<file path="config.mk">
export PLATFORM = sky130hd
export DESIGN_NAME = data_mem_arbiter
export DESIGN_NICKNAME = d
export VERILOG_FILES = /design/src/rtl/data_mem_arbiter.sv
export SDC_FILE = /design/constraint.sdc
export NUM_CORES = 1
export LEC_CHECK = 0
export ABC_AREA = 0
export BUFFER_PORTS_ARGS = -buffer_cell sky130_fd_sc_hd__buf_2
export CORE_AREA = 3 3 97 99
export DETAILED_ROUTE_END_ITERATION = 10
export DIE_AREA = 0 0 100 102
export PLACE_DENSITY = 0.53
export SLEW_MARGIN = 30
export SYNTH_ARGS = -nofsm -noshare
export SYNTH_HDL_FRONTEND = slang
export SYNTH_SLANG_ARGS = --single-unit
</file>
<file path="constraint.sdc">
create_clock -name clk -period 2.7 [get_ports clk]
set_input_delay 0 -clock clk [delete_from_list [all_inputs] [get_ports clk]]
set_output_delay 0 -clock clk [all_outputs]
set_load 0.02 [all_outputs]
</file>
<file path="src/rtl/data_mem_arbiter.sv">
// data_mem_arbiter: two-port arbiter sequencing issue/capture/respond accesses to the data memory map.
// Define MM_RANGE_CHECK_EN to reject addresses at or above 0x0860 with err instead of forwarding them.
module data_mem_arbiter #(
    parameter int ADDR_W       = 16,
    parameter int STARVE_LIMIT = 4
) (
    input  logic              clk,
    input  logic              rst_n,
    input  logic              a_req,
    input  logic              a_we,
    input  logic [ADDR_W-1:0] a_addr,
    input  logic [7:0]        a_wdata,
    output logic              a_gnt,
    output logic              a_ack,
    output logic [7:0]        a_rdata,
    input  logic              b_req,
    input  logic              b_we,
    input  logic [ADDR_W-1:0] b_addr,
    input  logic [7:0]        b_wdata,
    output logic              b_gnt,
    output logic              b_ack,
    output logic [7:0]        b_rdata,
    output logic              err,
    output logic [ADDR_W-1:0] mm_addr,
    output logic              mm_we,
    output logic [7:0]        mm_data_in,
    output logic              mm_io_only,
    input  logic [7:0]        mm_q
);
    typedef enum logic [1:0] {IDLE, ISSUE, CAPTURE, RESP} state_t;
    state_t state_q, state_d;
    logic owner_q, we_q, io_q, oor_q;
    logic [7:0] wdata_q, rdata_q;
    logic [ADDR_W-1:0] mm_addr_q, sel_addr;
    logic [3:0] starve_q, starve_d;
    logic grant, b_win, is_io, oor_d, issue, resp;
    logic [7:0] rdata;

    assign grant    = (state_q == IDLE) && (a_req || b_req);
    assign b_win    = b_req && (!a_req || starve_q >= 4'(STARVE_LIMIT));
    assign sel_addr = b_win ? b_addr : a_addr;
    assign is_io    = (sel_addr >= ADDR_W'(32'h20)) && (sel_addr < ADDR_W'(32'h60));
`ifdef MM_RANGE_CHECK_EN
    assign oor_d = sel_addr >= ADDR_W'(32'h860);
`else
    assign oor_d = 1'b0;
`endif

    always_ff @(posedge clk) begin
        if (!rst_n) state_q <= IDLE;
        else        state_q <= state_d;
    end

    always_comb begin
        state_d = (state_q == IDLE)    ? (grant ? ISSUE : IDLE) :
                  (state_q == ISSUE)   ? CAPTURE :
                  (state_q == CAPTURE) ? RESP : IDLE;
    end

    // Counter only moves in IDLE; it tracks consecutive B losses while both request.
    always_comb begin
        starve_d = starve_q;
        if (state_q == IDLE)
            starve_d = (a_req && b_req && !b_win) ? ((starve_q == 4'hF) ? starve_q : starve_q + 4'd1) : 4'd0;
    end

    always_ff @(posedge clk) begin
        if (!rst_n) begin
            owner_q   <= 1'b0;
            we_q      <= 1'b0;
            io_q      <= 1'b0;
            oor_q     <= 1'b0;
            wdata_q   <= 8'h00;
            rdata_q   <= 8'h00;
            mm_addr_q <= '0;
            starve_q  <= 4'd0;
        end else begin
            starve_q <= starve_d;
            if (grant) begin
                owner_q   <= b_win;
                we_q      <= b_win ? b_we : a_we;
                wdata_q   <= b_win ? b_wdata : a_wdata;
                io_q      <= is_io;
                oor_q     <= oor_d;
                mm_addr_q <= is_io ? sel_addr - ADDR_W'(32'h20) : sel_addr;
            end
            if (state_q == CAPTURE) rdata_q <= mm_q;
        end
    end

    assign issue = state_q == ISSUE;
    assign resp  = state_q == RESP;
    assign rdata = oor_q ? 8'hFF : (we_q ? 8'h00 : rdata_q);

    always_comb begin
        a_gnt      = grant && !b_win;
        b_gnt      = grant && b_win;
        a_ack      = resp && !owner_q;
        b_ack      = resp && owner_q;
        a_rdata    = (resp && !owner_q) ? rdata : 8'h00;
        b_rdata    = (resp && owner_q) ? rdata : 8'h00;
        err        = resp && oor_q;
        mm_addr    = mm_addr_q;
        mm_we      = issue && we_q && !oor_q;
        mm_data_in = issue ? wdata_q : 8'h00;
        mm_io_only = issue && io_q;
    end
endmodule

</file>
Word level (Yosys, flattened, before mapping) --
Cells that the tools add are included.
Word-level totals: output and inout bits 47, logic and storage cells 50, input bits 62, register bits after elaboration 41
Operators by class: muxes and demuxes 14, equal/unequal tests 5, magnitude comparators 3, reductions and logical operators 18, add/subtract/negate cells 2
Operator list (count):
- $mux 8 | 5
- $mux 16 | 2
- $ge 16x6->1 const B | 1
- $lt 16x7->1 const B | 1
- $sub 16x6->16 const B | 1
- $logic_and 1x1->1 | 11
- $mux 4 | 2
- $mux 2 | 3
- $add 4x1->4 const B | 1
- $eq 2x2->1 const B | 2
- $eq 4x4->1 const B | 1
- $ge 4x3->1 const B | 1
- $logic_not 1->1 | 3
- $eq 2x1->1 const B | 1
- $logic_not 2->1 | 1
- $logic_or 1x1->1 | 2
- $mux 1 | 2
- $ne 2x2->1 const B | 1
- $reduce_and 2->1 | 1

Depth between registers and ports, before layout --
depth after elaboration 7, depth in mapped cells 8

Worst setup path before layout --
Ideal clock, no wire load.
path type register to register, start point reg starve_q[3], end point reg mm_addr_q[6], in the netlist mm_addr[6], setup slack 0.726 ns, data arrival time 1.900 ns, library setup time 0.074 ns, stages on the path, launching flop included 9, cell sequence dfxtp_1 or3b_1 buf_2 nand2_8 mux2i_2 ha_1 inv_1 o2111ai_1 a31oi_1
Between the ends: word-level cells in the longest chain between the ends 7, elaborated cells between the ends (all ways) 9
RTL lines:
- from (decl) | RTL line 35 | logic [3:0] starve_q, starve_d;
- from (signal assigned) | RTL line 78 | starve_q <= starve_d;
- $ge 4x3->1 (*) | RTL line 40 | assign b_win = b_req && (!a_req || starve_q >= 4'(STARVE_LIMIT));
- $logic_or 1x1->1 (*) | RTL line 40
- $logic_and 1x1->1 (*) | RTL line 40
- $mux 16 (*) | RTL line 41 | assign sel_addr = b_win ? b_addr : a_addr;
- $ge 16x6->1 or $lt 16x7->1 (tied branches) | RTL line 42 | assign is_io = (sel_addr >= ADDR_W'(32'h20)) && (sel_addr < ADDR_W'(32'h60));
- $logic_and 1x1->1 | RTL line 42
- $mux 16 (*) | RTL line 85 | mm_addr_q <= is_io ? sel_addr - ADDR_W'(32'h20) : sel_addr;
- to (signal assigned) | RTL line 85
- to (decl) | RTL line 34 | logic [ADDR_W-1:0] mm_addr_q, sel_addr;
Every way passes the cells marked *; elsewhere a longest branch is shown, timed or not. A chain may end at the register's enable or synchronous reset.

Worst setup path after layout --
start point reg state_q[0], end point reg wdata_q[4]
Between the ends: word-level cells in the longest chain between the ends 2
RTL lines:
- from (decl) | RTL line 31 | state_t state_q, state_d;
- from (signal assigned) | RTL line 51 | else state_q <= state_d;
- $logic_not 2->1 | RTL line 39 | assign grant = (state_q == IDLE) && (a_req || b_req);
- $logic_and 1x1->1 | RTL line 39
- to (signal assigned) | RTL line 82 | wdata_q <= b_win ? b_wdata : a_wdata;
- to (decl) | RTL line 33 | logic [7:0] wdata_q, rdata_q;
No other way between the ends.

==> impl_metrics.sql <==
INSERT INTO impl_metrics (metric_group, metric, value, unit) VALUES
('power', 'pwr-share-seq', '0.464', ''),
('timing', 'finalClockSkew', '0.00965', 'ns'),
('yosys', 'synth_commonest_cells', 'sky130_fd_sc_hd__dfxtp_1 (41), sky130_fd_sc_hd__and2_1 (27), sky130_fd_sc_hd__mux2i_1 (24)', ''),
('timing', 'finalSetupViolCount', '0', ''),
('drt', 'dr_wl_met2', '2760', 'um'),
('drt', 'total_wirelength', '6120', 'um'),
('worst_setup_path', 'worst-setup-path-type', 'reg2reg', ''),
('yosys', 'yosys_most_used_dff', 'sky130_fd_sc_hd__dfxtp_1', ''),
('timing', 'timing.final.hold_violations', '0', ''),
('power', 'internal_power', '1.01', 'mW'),
('power', 'power.density_cell_area', '466', 'nW/um^2'),
('yosys', 'synthTopCellsByArea', 'sky130_fd_sc_hd__dfxtp_1 (38%), sky130_fd_sc_hd__mux2i_1 (11%), sky130_fd_sc_hd__and2_1 (7.9%)', ''),
('yosys', 'syn-instance-count', '225', ''),
('drt', 'drt_pass1_iterations', '4', ''),
('floorplanning', 'die_h', '102', 'um'),
('drt', 'routedWlPerCell', '13.3', 'um'),
('clock_tree', 'tritoncts_num_sinks', '41', ''),
('grt', 'globalRouteOverflowTotal', '0', ''),
('clock_tree', 'clock_path_buffers', '2', ''),
('finish', 'diodes', '0', ''),
('floorplanning', 'chipWidth', '100', 'um'),
('floorplanning', 'fp-row-count', '34', ''),
('hold_path', 'worstHoldPathType', 'in2reg', ''),
('grt', 'antenna_violations_before_repair', '0', ''),
('yosys', 'portion_of_the_post_synthesis_area_used_by_sequential_elements', '0.383', ''),
('drt', 'dr_total_vias', '2094', ''),
('power', 'clock_network_power_share', '0.277', ''),
('worst_setup_path', 'worstPathMaxFanout', '13', ''),
('clock_tree', 'cts-buffers-inserted', '5', ''),
('finish', 'drive_above_1_share', '0.354', ''),
('grt', 'grtUsageTotal', '0.119', ''),
('worst_setup_path', 'crit_arrival', '2.56', 'ns'),
('floorplanning', 'start_util', '0.248', ''),
('yosys', 'post-synth-top-area-cell', 'sky130_fd_sc_hd__dfxtp_1', ''),
('yosys', 'syn_avg_cell_area', '9.53', 'sq um'),
('run', 'drv.max_cap_violation_count', '0', ''),
('power', 'power_switching_share', '0.308', ''),
('finish', 'fin_util', '0.362', ''),
('yosys', 'synth.ff_latch_count', '41', ''),
('finish', 'fin_nets', '421', ''),
('yosys', 'asyncSetResetFlopFracSynth', '0', ''),
('timing', 'peak_freq', '430', 'MHz'),
('drt', 'highest_layer', 'met4', ''),
('timing', 'unrepaired_setup_endpoints_after_global_routing', 'false', ''),
('drt', 'vias_per_cell', '4.54', ''),
('place', 'placedInstanceArea', '2770', 'sq um'),
('worst_setup_path', 'critPathRequiredTime', '2.94', 'ns'),
('worst_setup_path', 'worstSetupStartpointType', 'register', ''),
('drt', 'drtAntennaViolNets', '0', ''),
('drt', 'wl_met1', '2700', 'um'),
('yosys', 'yosysMostFrequentCell', 'sky130_fd_sc_hd__dfxtp_1', ''),
('place', 'placement.io_buffers', '107', ''),
('yosys', 'yosys.cell_types.count', '37', ''),
('run_status', 'run_status', 'complete, no violations', ''),
('drt', 'drc', '0', ''),
('clock_tree', 'cts_htree_levels', '2', ''),
('finish', 'syn2layout_area_growth', '45.7', '%'),
('power', 'p_leak', '1.56', 'nW'),
('worst_setup_path', 'critPathCaptureType', 'register', ''),
('timing', 'fin_tns_setup', '0', 'ns'),
('timing', 'worst_slew_margin_rel', '0.563', ''),
('yosys', 'synthDominantCellAreaShare', '0.383', ''),
('yosys', 'synth.yosys.warnings', '0', ''),
('floorplanning', 'die_area', '10200', 'sq um'),
('place', 'detailedPlacementHpwl', '4320', 'um'),
('grt', 'grt_pass1_wl', '9810', 'um'),
('clock_tree', 'cts.reportedPaths.clkPinSlew', '0.09', 'ns'),
('drt', 'drtIter0Drc', '71', ''),
('floorplanning', 'core_region_area', '8640', 'sq um'),
('finish', 'stdcell_area', '3120', 'sq um'),
('clock_tree', 'cts_tree', 'done', '');
stage by stage:
| stage | power (mW) | std cells | setup slack [ns] | hold slack, ns |
|---|---|---|---|---|
| after detailed placement | 1.02 | 427 | 0.452 | 0.272 |
| after global routing | 1.56 | 461 | 0.167 | 0.0510 |
| after global placement | 1.02 | 427 | 0.561 | 0.262 |
| after CTS | 1.48 | 461 | 0.140 | 0.0236 |
| after floorplan | 0.895 | 225 | 0.726 | 0.170 |
| final | 1.46 | 461 | 0.377 | 0.0324 |
worst max-delay path, stage by stage, from the launching register on:
cell and delay (ns):
sky130_fd_sc_hd__dfxtp_1 0.34, sky130_fd_sc_hd__inv_1 0.10, sky130_fd_sc_hd__ha_1 0.32, sky130_fd_sc_hd__o21ai_1 0.11, sky130_fd_sc_hd__buf_4 0.21, sky130_fd_sc_hd__a21oi_4 0.33
sky130_fd_sc_hd__a222oi_1 0.16, sky130_fd_sc_hd__dlygate4sd3_1 0.60, sky130_fd_sc_hd__nor2b_1 0.10
logic make-up after synthesis:
kind of cell | count (synthesis) | synth area share
other cells | 1 | 0.00175
flops | 41 | 0.383
xor+xnor | 3 | 0.0123
buf+inv | 20 | 0.0391
fa+ha+maj | 7 | 0.0408
mux | 27 | 0.135
compound gates | 43 | 0.166
simple gates | 83 | 0.222
power groups by stage:
stage	Sequential [mW]	Combinational [mW]	Clock (mW)
after floorplan	0.721	0.174	0
after global placement	0.690	0.329	0
after detailed placement	0.689	0.334	0
after CTS	0.677	0.380	0.424
after global routing	0.683	0.418	0.459
final	0.677	0.378	0.403
timing repair:
item / CTS / global route
resized for setup: 0 / 2
hold endpoints to repair: 17 / 0
setup endpoints to repair: 0 / 9
buffers inserted: 0 / 0
hold buffers: 26 / 0
flip-flops by register name, indices dropped and copies added, names as in the netlist:
signal,count
wdata_q,8
io_q,1
mm_addr,16
we_q,1
state_q,2
owner_q,1
starve_q,4
rdata_q,8
final cells by class:
type / instances / area [sq um]
fillers: 905 / 5510
multi-input cells: 164 / 1250
clock inverters: 3 / 17.5
clock buffers: 5 / 68.8
inverters: 5 / 18.8
repair buffers: 135 / 811
flip-flops and latches: 41 / 821
well taps: 108 / 135
final timing paths:
check,start,to,slack [ns],cells past startpoint
setup / recovery,state_q[0],wdata_q[4],0.38,8
hold reg to reg,io_q,io_q,0.46,2
setup reg to reg,state_q[0],wdata_q[4],0.38,8
hold / removal,b_addr[11],mm_addr[11],0.03,3
placed cells by master (no fill, tap or decap), types with 7 or more instances in the layout:
| cell type | count |
|---|---|
| sky130_fd_sc_hd__a222oi_1 | 9 |
| sky130_fd_sc_hd__a31oi_1 | 7 |
| sky130_fd_sc_hd__and2_1 | 27 |
| sky130_fd_sc_hd__buf_2 | 107 |
| sky130_fd_sc_hd__dfxtp_1 | 41 |
| sky130_fd_sc_hd__dlygate4sd3_1 | 26 |
| sky130_fd_sc_hd__ha_1 | 7 |
| sky130_fd_sc_hd__mux2i_1 | 24 |
| sky130_fd_sc_hd__nand2_1 | 13 |
| sky130_fd_sc_hd__nor2_1 | 7 |
| sky130_fd_sc_hd__nor2b_1 | 19 |
| sky130_fd_sc_hd__o211a_1 | 9 |
| sky130_fd_sc_hd__o21ai_0 | 8 |
routing by layer:
layer	vias to the layer above	track usage
li1	1052	-
met1	950	0.140
met2	86	0.204
met3	6	0.0451
met4	0	0.0311
met5	-	0
Power figures use the tool's default switching activity.
